[src/rtl/fma_mularb_if.sv]
// fma_mularb_if
//   Bundles the two lane request/response channels and the shared multiplier
//   port of the FMA multiplier arbiter.
//
//   Lane X (X = 0, 1):
//     rX_valid  lane -> arb   beat request
//     rX_ready  arb -> lane   beat accepted this cycle
//     rX_last   lane -> arb   beat closes the transaction (0 holds the lock)
//     rX_a/b    lane -> arb   32-bit operands
//     rX_rvalid arb -> lane   one-cycle result strobe
//     rX_rdata  arb -> lane   64-bit product
//   Multiplier:
//     mul_en, mul_in_1, mul_in_2  arb -> mul
//     mul_out                     mul -> arb
//
//   slave  : the arbiter side
//   master : the lanes plus the multiplier unit
interface fma_mularb_if;
  logic        r0_valid;
  logic        r0_ready;
  logic        r0_last;
  logic [31:0] r0_a;
  logic [31:0] r0_b;
  logic        r0_rvalid;
  logic [63:0] r0_rdata;

  logic        r1_valid;
  logic        r1_ready;
  logic        r1_last;
  logic [31:0] r1_a;
  logic [31:0] r1_b;
  logic        r1_rvalid;
  logic [63:0] r1_rdata;

  logic        mul_en;
  logic [31:0] mul_in_1;
  logic [31:0] mul_in_2;
  logic [63:0] mul_out;

  modport slave (
    input  r0_valid, r0_last, r0_a, r0_b,
    output r0_ready, r0_rvalid, r0_rdata,
    input  r1_valid, r1_last, r1_a, r1_b,
    output r1_ready, r1_rvalid, r1_rdata,
    output mul_en, mul_in_1, mul_in_2,
    input  mul_out
  );

  modport master (
    output r0_valid, r0_last, r0_a, r0_b,
    input  r0_ready, r0_rvalid, r0_rdata,
    output r1_valid, r1_last, r1_a, r1_b,
    input  r1_ready, r1_rvalid, r1_rdata,
    input  mul_en, mul_in_1, mul_in_2,
    output mul_out
  );
endinterface

[src/rtl/fma_mularb.sv]
// fma_mularb
//   Round-robin arbiter that shares one 32x32 multiplier between two FMA
//   lanes. A lane can lock the multiplier for a multi-beat burst by sending
//   beats with last=0. Products come back to the issuing lane MUL_LAT+1
//   cycles after acceptance, steered by a tag pipeline that shadows the
//   multiplier's latency.
//
//   Ports:
//     clk    rising-edge clock
//     reset  asynchronous, active-low reset
//     bus    fma_mularb_if.slave: lane channels and multiplier port
//     busy   high while a lock is held or any result is still in flight
//
//   Parameters:
//     MUL_LAT  multiplier latency in cycles (>= 1)
module fma_mularb #(
  parameter int MUL_LAT = 3
) (
  input  logic         clk,
  input  logic         reset,
  fma_mularb_if.slave  bus,
  output logic         busy
);

  typedef enum logic [1:0] {
    IDLE  = 2'd0,
    LOCK0 = 2'd1,
    LOCK1 = 2'd2
  } state_t;

  state_t              state_q, state_d;
  logic                prio_q, prio_d;
  logic [MUL_LAT:0]    tagValid_q;
  logic [MUL_LAT:0]    tagId_q;
  logic                rvalid0_q, rvalid1_q;
  logic [63:0]         rdata0_q, rdata1_q;

  logic                ready0, ready1;
  logic                issue0, issue1;

  // Grant decision. Readies are forced low while reset is asserted so a
  // lane cannot see an acceptance the state registers never recorded.
  // In IDLE the prio bit only matters when both lanes ask at once; a lock
  // owner is ready even when it has nothing to send, which keeps the other
  // lane parked for the whole burst.
  always_comb begin
    ready0 = 1'b0;
    ready1 = 1'b0;
    if (reset) begin
      case (state_q)
        IDLE: begin
          ready0 = bus.r0_valid && (!bus.r1_valid || !prio_q);
          ready1 = bus.r1_valid && (!bus.r0_valid ||  prio_q);
        end
        LOCK0:   ready0 = 1'b1;
        LOCK1:   ready1 = 1'b1;
        default: ;
      endcase
    end
  end

  assign issue0 = bus.r0_valid && ready0;
  assign issue1 = bus.r1_valid && ready1;

  assign bus.r0_ready = ready0;
  assign bus.r1_ready = ready1;

  // The multiplier is driven straight from the winning lane; idle cycles
  // present zero operands.
  assign bus.mul_en   = issue0 || issue1;
  assign bus.mul_in_1 = issue0 ? bus.r0_a : (issue1 ? bus.r1_a : 32'd0);
  assign bus.mul_in_2 = issue0 ? bus.r0_b : (issue1 ? bus.r1_b : 32'd0);

  // Lock and priority next state. A closing beat (last=1) always hands
  // priority to the other lane; an opening beat keeps priority so the
  // round-robin order resumes where it left off once the burst ends.
  always_comb begin
    state_d = state_q;
    prio_d  = prio_q;
    if (issue0) begin
      if (bus.r0_last) begin
        state_d = IDLE;
        prio_d  = 1'b1;
      end else begin
        state_d = LOCK0;
      end
    end else if (issue1) begin
      if (bus.r1_last) begin
        state_d = IDLE;
        prio_d  = 1'b0;
      end else begin
        state_d = LOCK1;
      end
    end
  end

  // State, tag pipeline and result registers. Tag stage k holds the beat
  // issued k+1 cycles ago, so stage MUL_LAT-1 lines up with the cycle in
  // which mul_out carries that beat's product. The final stage only keeps
  // busy high through the result strobe cycle.
  always_ff @(posedge clk or negedge reset) begin
    if (!reset) begin
      state_q    <= IDLE;
      prio_q     <= 1'b0;
      tagValid_q <= '0;
      tagId_q    <= '0;
      rvalid0_q  <= 1'b0;
      rvalid1_q  <= 1'b0;
      rdata0_q   <= 64'd0;
      rdata1_q   <= 64'd0;
    end else begin
      state_q    <= state_d;
      prio_q     <= prio_d;
      tagValid_q <= {tagValid_q[MUL_LAT-1:0], issue0 || issue1};
      tagId_q    <= {tagId_q[MUL_LAT-1:0], issue1};
      rvalid0_q  <= tagValid_q[MUL_LAT-1] && !tagId_q[MUL_LAT-1];
      rvalid1_q  <= tagValid_q[MUL_LAT-1] &&  tagId_q[MUL_LAT-1];
      if (tagValid_q[MUL_LAT-1] && !tagId_q[MUL_LAT-1]) begin
        rdata0_q <= bus.mul_out;
      end
      if (tagValid_q[MUL_LAT-1] && tagId_q[MUL_LAT-1]) begin
        rdata1_q <= bus.mul_out;
      end
    end
  end

  assign bus.r0_rvalid = rvalid0_q;
  assign bus.r1_rvalid = rvalid1_q;
  assign bus.r0_rdata  = rdata0_q;
  assign bus.r1_rdata  = rdata1_q;

  assign busy = (state_q != IDLE) || (|tagValid_q);

endmodule

[src/flat_wrapper.sv]
// flat-port wrapper written by rule: the top's interface ports become plain ports
module fma_mularb_flat 
#(
  parameter int MUL_LAT = 3
)
  (clk, reset, busy, bus_r0_valid, bus_r0_last, bus_r0_a, bus_r0_b, bus_r0_ready, bus_r0_rvalid, bus_r0_rdata, bus_r1_valid, bus_r1_last, bus_r1_a, bus_r1_b, bus_r1_ready, bus_r1_rvalid, bus_r1_rdata, bus_mul_en, bus_mul_in_1, bus_mul_in_2, bus_mul_out);
  fma_mularb_if bus_i ();
  input  logic clk;
  input  logic reset;
  output logic busy;
  input wire logic [$bits(bus_i.r0_valid)-1:0] bus_r0_valid;
  input wire logic [$bits(bus_i.r0_last)-1:0] bus_r0_last;
  input wire logic [$bits(bus_i.r0_a)-1:0] bus_r0_a;
  input wire logic [$bits(bus_i.r0_b)-1:0] bus_r0_b;
  output wire logic [$bits(bus_i.r0_ready)-1:0] bus_r0_ready;
  output wire logic [$bits(bus_i.r0_rvalid)-1:0] bus_r0_rvalid;
  output wire logic [$bits(bus_i.r0_rdata)-1:0] bus_r0_rdata;
  input wire logic [$bits(bus_i.r1_valid)-1:0] bus_r1_valid;
  input wire logic [$bits(bus_i.r1_last)-1:0] bus_r1_last;
  input wire logic [$bits(bus_i.r1_a)-1:0] bus_r1_a;
  input wire logic [$bits(bus_i.r1_b)-1:0] bus_r1_b;
  output wire logic [$bits(bus_i.r1_ready)-1:0] bus_r1_ready;
  output wire logic [$bits(bus_i.r1_rvalid)-1:0] bus_r1_rvalid;
  output wire logic [$bits(bus_i.r1_rdata)-1:0] bus_r1_rdata;
  output wire logic [$bits(bus_i.mul_en)-1:0] bus_mul_en;
  output wire logic [$bits(bus_i.mul_in_1)-1:0] bus_mul_in_1;
  output wire logic [$bits(bus_i.mul_in_2)-1:0] bus_mul_in_2;
  input wire logic [$bits(bus_i.mul_out)-1:0] bus_mul_out;
  assign bus_i.r0_valid = bus_r0_valid;
  assign bus_i.r0_last = bus_r0_last;
  assign bus_i.r0_a = bus_r0_a;
  assign bus_i.r0_b = bus_r0_b;
  assign bus_r0_ready = bus_i.r0_ready;
  assign bus_r0_rvalid = bus_i.r0_rvalid;
  assign bus_r0_rdata = bus_i.r0_rdata;
  assign bus_i.r1_valid = bus_r1_valid;
  assign bus_i.r1_last = bus_r1_last;
  assign bus_i.r1_a = bus_r1_a;
  assign bus_i.r1_b = bus_r1_b;
  assign bus_r1_ready = bus_i.r1_ready;
  assign bus_r1_rvalid = bus_i.r1_rvalid;
  assign bus_r1_rdata = bus_i.r1_rdata;
  assign bus_mul_en = bus_i.mul_en;
  assign bus_mul_in_1 = bus_i.mul_in_1;
  assign bus_mul_in_2 = bus_i.mul_in_2;
  assign bus_i.mul_out = bus_mul_out;
  fma_mularb #(.MUL_LAT(MUL_LAT)) u_core (.clk(clk), .reset(reset), .bus(bus_i), .busy(busy));
endmodule
[config.mk]
export PLATFORM = sky130hd
export DESIGN_NAME = fma_mularb_flat
export DESIGN_NICKNAME = d
export VERILOG_FILES = /design/src/rtl/fma_mularb_if.sv /design/src/rtl/fma_mularb.sv /design/src/flat_wrapper.sv
export SDC_FILE = /design/constraint.sdc
export NUM_CORES = 1
export LEC_CHECK = 0
export CORE_AREA = 2 2 156 158
export CTS_CLUSTER_DIAMETER = 40
export DETAILED_ROUTE_END_ITERATION = 6
export DIE_AREA = 0 0 158 160
export GPL_ROUTABILITY_DRIVEN = 1
export HOLD_SLACK_MARGIN = 0.12
export REMOVE_ABC_BUFFERS = 1
export SLEW_MARGIN = 15
export SYNTH_ARGS = -nofsm -noshare
export SYNTH_HDL_FRONTEND = slang
export SYNTH_SLANG_ARGS = --single-unit
[constraint.sdc]
create_clock -name clk -period 1.8 [get_ports clk]
set_clock_uncertainty 0.15 [all_clocks]
set_input_delay 0.36 -clock clk [delete_from_list [all_inputs] [get_ports clk]]
set_output_delay 0.36 -clock clk [all_outputs]
set_load 0.02 [all_outputs]
==> flow_summary.rst <==
.. list-table::
   :header-rows: 1

   * - Metric
     - Value
   * - EDFF count, synth
     - 0
   * - Placement Setup Slack
     - -1.00 ns
   * - Max IR drop VDD
     - about 0.6 mV
   * - Routed length per instance
     - 19.3 µm
   * - Clk pwr share
     - a little over a fifth
   * - Layout Cells excl Fill
     - 1152
   * - Root Buffer
     - clkbuf_16
   * - Top area cells in the synthesized netlist
     - dfrtp_1 60%, mux2_2 25%, a22o_1 9.7%
   * - Pin slew with the least headroom to its limit
     - 0.692 ns
   * - Net switching share of the total power
     - 35.9%
   * - Power density over the cells
     - around 1600 mW/mm²
   * - Clock tree from TritonCTS
     - built
   * - Sw Pwr
     - around 6400 µW
   * - Effective utilization at floorplan
     - 24.5%
   * - Ratio of cells with drive above 1 in the final layout
     - 33.9%
   * - Fmax
     - 414 MHz
   * - Post-synth top cells
     - 140 x dfrtp_1, 128 x mux2_2, 65 x a22o_1, 15 x buf_2, 7 x buf_6
   * - Clock Sink Count
     - between 100 and 150
   * - Detailed-route vias per instance
     - 4.39
   * - Syn. warnings
     - 0
   * - Sequential share of power
     - 30.4%
   * - Final RePlAce weighted congestion
     - between 0.8 and 0.9
   * - Clk pin slew, worst setup/hold paths
     - 0.06 ns
   * - Share of the core filled with cells in the final layout
     - 46.8%
   * - Register bit count reported by yosys
     - 140
   * - Total of max-cap violations
     - 0
   * - Total number of vias
     - 5062
   * - Crit start category
     - flop
   * - Required time of the critical path
     - 1.29 ns
   * - WL final
     - roughly 22 mm
   * - Sequential standard cell area
     - 0.00350 mm²
   * - Max clock buf depth
     - 2
   * - Period minus WS final
     - 2.42 ns
   * - Placed cell count
     - 1097
   * - Average size of a mapped cell
     - 15.2 µm²
   * - Cell with the most instances after synthesis
     - dfrtp_1
   * - Number of buffers created by CTS
     - 17
   * - Number of routed nets with antenna violations
     - 0
   * - Portion of synthesized cell area occupied by the leading cell type
     - roughly three fifths
   * - Sequential cell area fraction in the yosys report
     - 60.0%
   * - Number of nets in the layout
     - 1008
   * - Clock H-tree levels
     - 4
   * - GRT overflow
     - 0
   * - Width of the die
     - around 160 µm
   * - Number of placed I/O pins
     - between 300 and 400
   * - Synth Flop Type
     - dfrtp_1
   * - Area used by multi-input combinational logic
     - roughly 0.0022 mm²
   * - Cell taking the most area after synthesis
     - dfrtp_1
   * - Final instance area
     - 0.0111 mm²
   * - Critical-path maximum fanout
     - 6
   * - Setup repair after global routing missed its margin
     - yes
   * - Distinct cell type count after synthesis
     - 20
   * - Final-report hold violation count
     - 0
   * - Largest net degree at the start of global routing
     - 113
   * - Cell internal power dissipation
     - approximately 11000 µW
   * - First-pass GRT wire length
     - 32.1 mm
   * - HPWL reported at the end of detailed placement
     - 16.2 mm
   * - Portion of total power attributed to combinational logic
     - 47.7%
   * - Cell count after synthesis
     - 383
   * - Drt pass-1 iters
     - 4
   * - Area added between synthesis and finish
     - 90.9%
   * - Area of the core
     - around 0.024 mm²
   * - Clock latency of the later-clocked register in the worst-skew pair
     - roughly 0.41 ns
   * - Final period utilization
     - 134%
   * - DRC violations left
     - 0
   * - Violations in the final reports
     - setup timing
   * - Initial antenna violation count
     - 5
   * - Share of flip-flops with an asynchronous set or reset after synthesis
     - 100%
   * - Number of inserted filler cells in the final layout
     - roughly 2300
   * - Global Route Usage Sum
     - 17.1%
   * - Category of the critical setup timing path
     - reg2out
   * - Final setup violation count
     - between 60 and 70
   * - Leakage power summed over all cells
     - 0.00493 µW
   * - Result of the run
     - finished with violations
   * - Post-Syn Area
     - 0.00584 mm²
   * - Via count of the first global-routing pass
     - 5404
   * - Critical path endpoint category
     - output port
   * - Cell area after placement
     - ~0.01 mm²
   * - Type of the most critical hold path
     - reg2reg
   * - Worst endpoint data arrival time
     - between 1.5 and 2 ns
   * - Number of buffers added on ports
     - 395
   * - Least setup slack across all paths after layout
     - -0.616 ns
   * - Max-slew violation count
     - 0
   * - Full die area
     - 0.0253 mm²
   * - Die Ht
     - approximately 160 µm
   * - Row count
     - 57
   * - Headroom to the max-slew limit
     - 53.8%
   * - Initial detailed-routing violation count
     - slightly above 200
==> per-layer routing <==
layer / part of all wire [%] / vias to the layer above / track usage [%]
met5: 0 / - / 0
met4: 3.5 / 0 / 7.74
met3: 7.8 / 37 / 5.13
met2: 53 / 264 / 30.5
met1: 36 / 2465 / 18.3
li1: - / 2296 / -
==> worst max-delay path: stages (launching register included) <==
cell and delay (ns):
dfrtp_1 0.37, nand3b_1 0.19, a31oi_4 0.29, buf_4 0.17
buf_4 0.14, a22o_1 0.17, buf_4 0.15
==> power groups by stage <==
stage / clock network [µW] / logic (µW) / registers, µW
after floorplan: 0 / 2510 / 7350
after global placement: 0 / 9240 / 5460
after detailed placement: 0 / 9260 / 5520
after CTS: 3990 / 8390 / 5410
after global routing: 4130 / 8950 / 5600
final: 3880 / 8460 / 5390
==> registers in the layout, indices dropped and copies added, names as in the netlist <==
register	flops
u_core.bus.r0_rvalid	1
u_core.state_q	2
u_core.tagValid_q	4
u_core.bus.r1_rdata	64
u_core.prio_q	1
u_core.tagId_q	3
u_core.bus.r1_rvalid	1
u_core.bus.r0_rdata	64
==> cell families (layout without fill, tap and decap cells) <==
family,after synthesis,count (layout),synth area share [%]
AO/OA/AOI/OAI,71,71,10.3
AND/OR/NAND/NOR,13,13,1.29
buffers and inverters,30,470,3.54
multiplexers,129,129,24.9
flip-flops,140,140,60.0
other,0,5,0
==> worst paths after layout <==
| path | start | end | slack, ns | cells after the start |
|---|---|---|---|---|
| worst max-delay path | u_core.state_q[1] | bus_mul_in_1[28] | -0.62 | 6 |
| worst min-delay path | u_core.tagId_q[1] | u_core.tagId_q[2] | 0.20 | 0 |
| worst max register to register | u_core.state_q[0] | u_core.tagValid_q[0] | 0.15 | 5 |
| worst min register to register | u_core.tagId_q[1] | u_core.tagId_q[2] | 0.20 | 0 |
| max in group asynchronous | reset | u_core.bus.r1_rdata[35] | 0.23 | 4 |
| min in group asynchronous | reset | u_core.state_q[1] | 0.25 | 3 |
==> cell usage in the layout (no fill, tap or decap), types with 2 or more instances in the layout <==
| master | instances |
|---|---|
| dlygate4sd2_1 | 131 |
| buf_8 | 2 |
| buf_12 | 7 |
| dfrtp_1 | 140 |
| a22o_1 | 65 |
| buf_16 | 3 |
| nor3b_2 | 2 |
| mux2_2 | 128 |
| nand2_1 | 3 |
| bufinv_16 | 4 |
| clkbuf_8 | 6 |
| clkinvlp_4 | 2 |
| diode_2 | 5 |
| buf_4 | 31 |
| clkdlybuf4s50_1 | 195 |
| clkbuf_16 | 19 |
| buf_6 | 62 |
| dlygate4sd3_1 | 2 |
| a21oi_1 | 3 |
==> cell type report <==
class	instances	area share, %
well taps	324	3.64
clock inverters	8	1.37
multi-input cells	213	19.7
inverters	2	0.0674
flip-flops and latches	140	31.4
diodes	5	0.112
repair buffers	436	39.1
clock buffers	24	4.59
==> repair_timing <==
action                                  4_1_cts  5_1_grt
endpoints found under the setup margin      198       68
hold buffers                                  3        0
setup buffers                                 7        3
gates resized for setup                     504       44
endpoints found under the hold margin        28        0
pin swaps                                    10        5
cloned                                        3        3
==> stage by stage <==
stage,hold slack (ns),power [µW],TNS [ns]
detailed placement,0.121,14800,-64.70
floorplan,-0.0856,9860,-348.94
CTS,0.199,17800,-37.57
finish,0.197,17700,-37.53
global placement,0.123,14700,-63.95
global route,0.217,18700,-43.87
No activity file was read; power rests on OpenSTA's default activity.
